**src/rtl/bcd_operand_loader_pkg.sv**
```systemverilog
// Shared constants for the two-digit BCD operand loader and adder path.
// State encodings are also driven onto the State LEDs.
package bcd_operand_loader_pkg;

    localparam logic [1:0] S_A = 2'b00;
    localparam logic [1:0] S_B = 2'b01;
    localparam logic [1:0] S_V = 2'b10;

    localparam logic [3:0] BCD_MAX = 4'd9;

    function automatic logic is_bcd(input logic [3:0] d);
        return d <= BCD_MAX;
    endfunction

endpackage

```
**src/rtl/bcd_operand_loader_key_debounce.sv**
```systemverilog
// Pushbutton conditioner: 2-flop synchroniser, debounce counter and a
// one-cycle pulse on each accepted press (stable high-to-low transition).
module key_debounce #(
    parameter int DEBOUNCE_CYCLES = 500000,
    parameter int CNT_W           = 20
) (
    input  logic Clock,
    input  logic Reset,
    input  logic key_n,
    output logic press
);

    localparam logic [CNT_W-1:0] CNT_LAST = CNT_W'(DEBOUNCE_CYCLES - 1);

    logic             r_sync1;
    logic             r_sync2;
    logic             r_stable;
    logic             r_press;
    logic [CNT_W-1:0] r_cnt;

    logic w_diff;
    logic w_done;

    assign w_diff = r_sync2 != r_stable;
    assign w_done = w_diff && (r_cnt == CNT_LAST);

    always_ff @(posedge Clock or posedge Reset) begin
        if (Reset) begin
            r_sync1  <= 1'b1;
            r_sync2  <= 1'b1;
            r_stable <= 1'b1;
            r_cnt    <= '0;
            r_press  <= 1'b0;
        end else begin
            r_sync1 <= key_n;
            r_sync2 <= r_sync1;
            // only a settled 1->0 change is an event; release is silent
            r_press <= w_done && r_stable;
            if (w_done) begin
                r_stable <= r_sync2;
                r_cnt    <= '0;
            end else if (w_diff) begin
                r_cnt <= r_cnt + CNT_W'(1);
            end else begin
                r_cnt <= '0;
            end
        end
    end

    assign press = r_press;

endmodule

```
**src/rtl/bcd_operand_loader.sv**
```systemverilog
// Captures BCD operand A, then B plus carry-in, on debounced presses and
// holds them under a valid/ready handshake to the adder stage.
module bcd_operand_loader
    import bcd_operand_loader_pkg::*;
#(
    parameter int DEBOUNCE_CYCLES = 500000,
    parameter int CNT_W           = 20
) (
    input  logic       Clock,
    input  logic       Reset,
    input  logic       Load_n,
    input  logic [3:0] Digit,
    input  logic       Cin_in,
    input  logic       Ready,
    output logic [3:0] A,
    output logic [3:0] B,
    output logic       Cin,
    output logic       Valid,
    output logic       Err,
    output logic [1:0] State
);

    logic       w_press;
    logic [1:0] r_state;
    logic [3:0] r_a;
    logic [3:0] r_b;
    logic       r_cin;
    logic       r_err;

    key_debounce #(
        .DEBOUNCE_CYCLES(DEBOUNCE_CYCLES),
        .CNT_W          (CNT_W)
    ) u_debounce (
        .Clock(Clock),
        .Reset(Reset),
        .key_n(Load_n),
        .press(w_press)
    );

    always_ff @(posedge Clock or posedge Reset) begin
        if (Reset) begin
            r_state <= S_A;
            r_a     <= 4'd0;
            r_b     <= 4'd0;
            r_cin   <= 1'b0;
            r_err   <= 1'b0;
        end else begin
            case (r_state)
                S_A: begin
                    if (w_press) begin
                        if (is_bcd(Digit)) begin
                            r_a     <= Digit;
                            r_err   <= 1'b0;
                            r_state <= S_B;
                        end else begin
                            r_err <= 1'b1;
                        end
                    end
                end
                S_B: begin
                    if (w_press) begin
                        if (is_bcd(Digit)) begin
                            r_b     <= Digit;
                            r_cin   <= Cin_in;
                            r_err   <= 1'b0;
                            r_state <= S_V;
                        end else begin
                            r_err <= 1'b1;
                        end
                    end
                end
                // presses are dropped while the adder owns the operands
                S_V: begin
                    if (Ready) begin
                        r_state <= S_A;
                    end
                end
                default: r_state <= S_A;
            endcase
        end
    end

    assign A     = r_a;
    assign B     = r_b;
    assign Cin   = r_cin;
    assign Valid = (r_state == S_V);
    assign Err   = r_err;
    assign State = r_state;

endmodule

```
**config.mk**
```make
export PLATFORM = sky130hd
export DESIGN_NAME = bcd_operand_loader
export DESIGN_NICKNAME = d
export VERILOG_FILES = /design/src/rtl/bcd_operand_loader_pkg.sv /design/src/rtl/bcd_operand_loader_key_debounce.sv /design/src/rtl/bcd_operand_loader.sv
export SDC_FILE = /design/constraint.sdc
export NUM_CORES = 1
export LEC_CHECK = 0
export ABC_AREA = 1
export BUFFER_PORTS_ARGS = -buffer_cell sky130_fd_sc_hd__buf_2
export CAP_MARGIN = 20
export CORE_MARGIN = 2
export CORE_UTILIZATION = 53
export CTS_CLUSTER_DIAMETER = 200
export CTS_CLUSTER_SIZE = 20
export DETAILED_ROUTE_END_ITERATION = 10
export GPL_TIMING_DRIVEN = 0
export HOLD_SLACK_MARGIN = 0.12
export PLACE_DENSITY = 0.85
export SYNTH_ARGS = -nofsm -noshare
export SYNTH_HDL_FRONTEND = slang
export SYNTH_SLANG_ARGS = --single-unit
export TNS_END_PERCENT = 100
```
**constraint.sdc**
```tcl
create_clock -name Clock -period 1.8 [get_ports Clock]
set_input_delay 0.18 -clock Clock [delete_from_list [all_inputs] [get_ports Clock]]
set_output_delay 0.18 -clock Clock [all_outputs]
set_load 0.02 [all_outputs]
```
==> results of run 1 <==
state kept, by name (all words and copies together), names as in the netlist:
name / count
u_debounce.r_cnt: 20
A: 4
B: 4
State: 2
Cin: 1
Err: 1
u_debounce.press: 1
u_debounce.r_stable: 1
u_debounce.r_sync1: 1
u_debounce.r_sync2: 1
timing repair:
| item | 4_1_cts | 5_1_grt |
|---|---|---|
| setup endpoints to repair | 0 | 0 |
| endpoints found under the hold margin | 19 | 0 |
| hold buffers | 6 | 0 |
layer usage:
metal,share of wire,track usage,vias up
li1,-,-,808
met1,0.45,0.2568,714
met2,0.48,0.3632,35
met3,0.048,0.06429,9
met4,0.027,0.1196,0
met5,0,0,-
power by group through the flow:
stage	Combinational, mW	Clock, mW	Sequential (mW)
5_1_grt	0.0932	0.482	0.832
6_report	0.0811	0.440	0.830
3_3_place_gp	0.0638	0	0.845
3_5_place_dp	0.0721	0	0.846
2_1_floorplan	0.0396	0	0.848
4_1_cts	0.0820	0.447	0.831
cell type report:
cell class	instances	area [um2]
inverters	35	131.4
fillers	307	1187
plain buffers	1	5.005
clock buffers	8	58.81
flip-flops and latches	36	904.6
repair buffers	28	192.7
multi-input cells	162	825.8
well taps	46	57.56
metrics by stage:
step	setup WS (ps)	util
after floorplan	519.5	-
after global placement	372.5	0.6034
after detailed placement	328.8	0.6116
after CTS	297.9	0.6469
after global routing	157.9	0.6469
final	302.6	0.6469
synthesized netlist by cell type (3+ instances only):
cell     number
inv_1        32
o21ai_0       7
nor2_4        4
dfrtp_1      33
nor2_2        3
o21ai_1       4
nand3_2       3
nand2_2       3
a21oi_1       4
nor3_2        3
dfstp_2       3
nor2_1       40
nand3_1      16
xor2_1        8
nand2_1      53
inv_2         3
nand4_1       7
cells in the final DEF, fill, tap and decap left out:
cell type / instances
o31ai_1: 1
nor3_2: 3
inv_2: 3
nor3b_1: 1
nand2_1: 53
xor2_1: 8
nor2_4: 4
inv_1: 32
nor3_4: 1
clkbuf_8: 1
nand3_1: 16
clkbuf_1: 2
dlygate4sd3_1: 6
o21ai_0: 7
nand4_1: 7
nand3_2: 3
buf_2: 22
o21a_1: 1
nor2_1: 40
xnor2_1: 1
nor2_2: 3
ha_1: 1
clkbuf_4: 5
nor3_1: 1
nand2_2: 3
dfstp_2: 3
dfrtp_1: 33
a21oi_1: 4
buf_16: 1
o21ai_1: 4
worst max path at each step:
| stage | start | endpoint | slack [ps] | depth (start not counted) |
|---|---|---|---|---|
| global route | Digit[1] | B[0] | 160 | 8 |
| CTS | u_debounce.r_cnt[1] | u_debounce.r_cnt[14] | 300 | 7 |
| finish | u_debounce.r_cnt[1] | u_debounce.r_cnt[14] | 300 | 7 |
| detailed placement | u_debounce.r_cnt[1] | u_debounce.r_cnt[14] | 330 | 7 |
| floorplan | u_debounce.r_cnt[0] | u_debounce.r_cnt[14] | 520 | 7 |
| global placement | Reset | u_debounce.r_cnt[19] | 370 | 2 |
critical path, cell delays in order (launching register included):
cell	delay, ps
dfrtp_1	410
ha_1	220
nand2_2	80
nor2_4	190
nand2_1	120
nor2_2	140
xor2_1	160
nor2_1	50
cell families after synthesis:
kind of cell,Yosys count,share of synthesized area
fa+ha+maj,1,0.006701
flops,36,0.4846
buf+inv,36,0.07306
compound gates,17,0.04826
simple gates,135,0.3452
xor+xnor,9,0.04223
==> results.md, run 1 <==
* Die height at 63.35 um
* CTS Sinks at 36
* Gate Count Post-Synth at 234
* Placement Rows at 21
* Top_reg_cell synth: dfrtp_1
* Synthesis-to-finish area growth at 16.56%
* Reg2reg start: u_debounce.r_cnt[1]
* TritonCTS buffer count at 5
* Reg2Reg Capture Point: u_debounce.r_cnt[14]
* Chip width at 63.35 um
* Vias in the first global route at 1581
* First-pass GRT wire length at 6.630 mm
* Synth async-reset ratio at 1.000
* Largest net degree at the start of global routing at 20
* Psw at 0.3056 mW
* Status: complete, no violations
* Post-CTS Setup Inserts at 0
* Vias per cell at 4.956
* Req. time, crit path at 2030 ps
* Core ar. at 0.003363 mm2
* Static Leakage at 1.055 nW
* Drt total wl at 3.813 mm
* Top post-synthesis cells by area: dfrtp_1 44%, nand2_1 11%, nor2_1 8.0%, inv_1 6.4%, nand3_1 4.3%
* Resized cells post-CTS at 0
* Max IR drop VDD at 0.4629 mV
* Final nets at 279
* Sequential share of the synthesized area at 0.4846
* Crit path arrival time at 1730 ps
* WHS Endpoint: B[3]
* Grt ovf at 0
* Avg Synthesized Cell Area at 7.978 um2
* Antenna cells at 0
* Clock-pin slew on the worst setup and hold paths at 100 ps
* Clock share of power at 0.326
* Area share of the largest cell type after synthesis at 0.4424
* EDFF count, synth at 0
* Worst hold slack at 115.9 ps
* Max clock buf depth at 2
* DP Cell Count at 302
* Worst setup EP type: flop
* Slack of the worst reg-to-reg path at 300 ps
* CTS H-tree lvls at 2
* DR DRC count at 0
* Tightest Pin Transition at 753.5 ps
* Max cap viols at 0
* Post-route ant nets at 0
* Die area at 0.004013 mm2
* Yosys cell types at 25
* CTS Root Cell: clkbuf_4
* DRT Pass-1 Iters at 4
* Internal at 1.046 mW
* Initial antenna violation count at 0
* Tmin final at 1497 ps
* Final Non-Filler Cells at 316
* Vias at 1566
* WL/cell at 12.07 um
* Setup TNS at 0 ps
* Final period util at 0.8319
* Mapped Area at 0.001867 mm2
* Post-DP HPWL at 2.879 mm
* WHS Path Cells at 3
* Reg2reg path depth at 7
* Synth area leader: dfrtp_1
* CTS tree: yes
* Final Skew at 9.812 ps
* Layout cells sized above 1 at 0.1926
* Initial Util at 0.5551
* Flops & latches, synth at 36
* DP Area at 0.002057 mm2
* Sw frac at 0.2261
* Worst min path class: input pin to flop
* Design Area, Final at 0.002176 mm2
* Setup violators final at 0
* Final slew viol count at 0
* Worst skew pair latency at 350 ps
* Total power at 1.352 mW
* Slew margin rel. at 0.4971
* Synthesis Warnings at 0
* RSZ-0062 raised after global routing: false
* Maximum clock frequency at 667.8 MHz
* Overall global routing resource usage at 0.2200
* Worst-path fanout max at 5
* PwrDens at 621.3 mW/mm2
* Final Hold Fails at 0
* Share of power burned in registers at 0.614
* Kind of critical path: flop to flop
* PortBufs at 21
* Placer congestion estimate at 0.8691
* IO Pins at 22
* Hold_sp: Digit[3]
* Post-Syn Nets at 244
* Comb pwr share at 0.060
* CP Launch Type: flop
* 1st-iter DRT viols at 61
Note: power is estimated with default switching activity, not from simulation.
==> run 2: changes to the inputs <==
Clock period 1.8 ns to 1.45 ns, I/O delays scaled along.
==> results.md, run 2 (same netlist as run 1, synthesis figures left out) <==
* Status: complete, no violations
* Initial Util at 0.5551 (unchanged)
* Sw frac at 0.2297 (+0.003656)
* Chip width at 63.35 um (unchanged)
* 1st-iter DRT viols at 64 (+4.9%)
* Share of power burned in registers at 0.607 (-0.007)
* Most common library cell in the layout ignoring fill and taps: nand2_1
* Max cap viols at 0 (unchanged)
* Die height at 63.35 um (unchanged)
* IO Pins at 22 (unchanged)
* Core ar. at 0.003363 mm2 (unchanged)
* Die area at 0.004013 mm2 (unchanged)
* Final period util at 0.9955 (+0.1636)
* Maximum clock frequency at 692.8 MHz (+3.7%)
* Worst hold slack at 362.0 ps (+246.1 ps)
* Final nets at 287 (+2.9%)
* Antenna cells at 0 (unchanged)
* PwrDens at 749.1 mW/mm2 (+21%)
* CTS tree: yes
* Max clock buf depth at 2 (unchanged)
* DRT Pass-1 Iters at 4 (unchanged)
* FILL cells at 291 (-5.2%)
* CTS H-tree lvls at 2 (unchanged)
* Post-route ant nets at 0 (unchanged)
* GRT busiest layer: met2
* Slew margin rel. at 0.4909 (-0.006166)
* Static Leakage at 1.107 nW (+4.9%)
* Vias at 1635 (+4.4%)
* Placer congestion estimate at 0.8691 (unchanged)
* Setup TNS at 0 ps (unchanged)
* Final Skew at 10.68 ps (+0.8664 ps)
* Met1 Usage GRT at 0.2580 (+0.001183)
* Crit path arrival time at 1680 ps (-50 ps)
* Worst setup EP type: flop
* Worst min path class: flop to flop
* Layout cells sized above 1 at 0.2266 (+0.03403)
* CTS Root Cell: clkbuf_4
* Vias in the first global route at 1601 (+1.3%)
* Number of flip-flops in the largest register at 20 (unchanged)
* Total power at 1.703 mW (+26%)
* Internal at 1.312 mW (+25%)
* Tmin final at 1443 ps (-53.95 ps)
* Top reg by flops: u_debounce.r_cnt
* Comb pwr share at 0.070 (+0.010)
* Post-DP HPWL at 2.879 mm (unchanged)
* Req. time, crit path at 1680 ps (-350 ps)
* RSZ-0062 raised after global routing: true
* Placement Rows at 21 (unchanged)
* DR DRC count at 0 (unchanged)
* Clock share of power at 0.323 (-0.003)
* Clock-pin slew on the worst setup and hold paths at 100 ps (about the same)
* TritonCTS buffer count at 5 (unchanged)
* Psw at 0.3912 mW (+28%)
* CTS Sinks at 36 (unchanged)
* CP Launch Type: flop
* Overall global routing resource usage at 0.2265 (+0.006526)
* Tightest Pin Transition at 762.8 ps (+9.239 ps)
* Kind of critical path: flop to flop
* Synthesis-to-finish area growth at 21.78%
* Worst skew pair latency at 350 ps (about the same)
* Final slew viol count at 0 (unchanged)
* WL/cell at 12.60 um (+4.4%)
* Max IR drop VDD at 0.5807 mV (+25%)
* GRT met3 Usage at 0.06429 (unchanged)
* Commonest cells after routing, fill and taps aside: 52 x nand2_1, 40 x nor2_1, 32 x dfrtp_1, 31 x inv_1, 21 x buf_2
* PortBufs at 21 (unchanged)
* Final Core Density at 0.6760 (+0.02902)
* Vias per cell at 5.046 (+1.8%)
* Met2 usage at 0.3803 (+0.01711)
* Grt ovf at 0 (unchanged)
* Drt total wl at 4.081 mm (+7.0%)
* Final Hold Fails at 0 (unchanged)
* First-pass GRT wire length at 6.782 mm (+2.3%)
* Worst-path fanout max at 5 (unchanged)
* Setup violators final at 0 (unchanged)
* Largest net degree at the start of global routing at 20 (unchanged)
* Initial antenna violation count at 0 (unchanged)
[run 2: per-stage QoR]
step,cells,worst slack [ps],cell area [um2]
after CTS,319,7.386,2206
after detailed placement,302,-21.15,2057
after global placement,301,29.01,2029
after floorplan,234,169.5,1867
final,324,6.558,2273
after global routing,324,-83.21,2273
[run 2: path summary, 6_finish.rpt]
kind / startpoint / end / slack [ps] / cells past startpoint
worst max register to register: u_debounce.r_cnt[0] / u_debounce.r_cnt[10] / 7 / 7
worst min register to register: u_debounce.r_sync1 / u_debounce.r_sync2 / 360 / 0
worst max-delay path: u_debounce.r_cnt[0] / u_debounce.r_cnt[10] / 7 / 7
max in group asynchronous: Reset / A[3] / 440 / 4
worst min-delay path: u_debounce.r_sync1 / u_debounce.r_sync2 / 360 / 0
min in group asynchronous: Reset / u_debounce.r_cnt[5] / 460 / 3
[run 2: metal layers]
layer,vias up,share of wire
li1,824,-
met4,0,0.023
met2,44,0.50
met3,8,0.057
met1,759,0.42
met5,-,0
[run 2: cell type report]
type	instances	area, um2	area share
Sequential cell	36	905.9	0.3985
Multi-Input combinational cell	163	862.1	0.3792
Timing Repair Buffer	35	250.2	0.1101
Inverter	35	131.4	0.05779
Clock buffer	8	58.81	0.02587
Tap cell	46	57.56	0.02532
Buffer	1	7.507	0.003302
[run 2: power groups by stage]
stage	Combinational, mW	Clock, mW	Sequential, mW
3_5_place_dp	0.0895	0	1.05
2_1_floorplan	0.0491	0	1.05
5_1_grt	0.134	0.592	1.04
6_report	0.120	0.550	1.03
4_1_cts	0.112	0.555	1.03
3_3_place_gp	0.0792	0	1.05
[run 2: timing repair]
item / in CTS / in global routing
hold buffers: 8 / 0
buffers inserted: 1 / 4
endpoints found under the hold margin: 24 / 0
gates resized for setup: 1 / 9
endpoints found under the setup margin: 10 / 23
cloned: 0 / 1
pin swaps: 1 / 7
[run 2: worst max-delay path, stage by stage (launching register included)]
cell	delay [ps]
dfrtp_1	430
ha_4	180
nand2_4	50
nor2_4	180
nand3_2	110
nor2_4	170
xor2_1	150
nor2_1	50
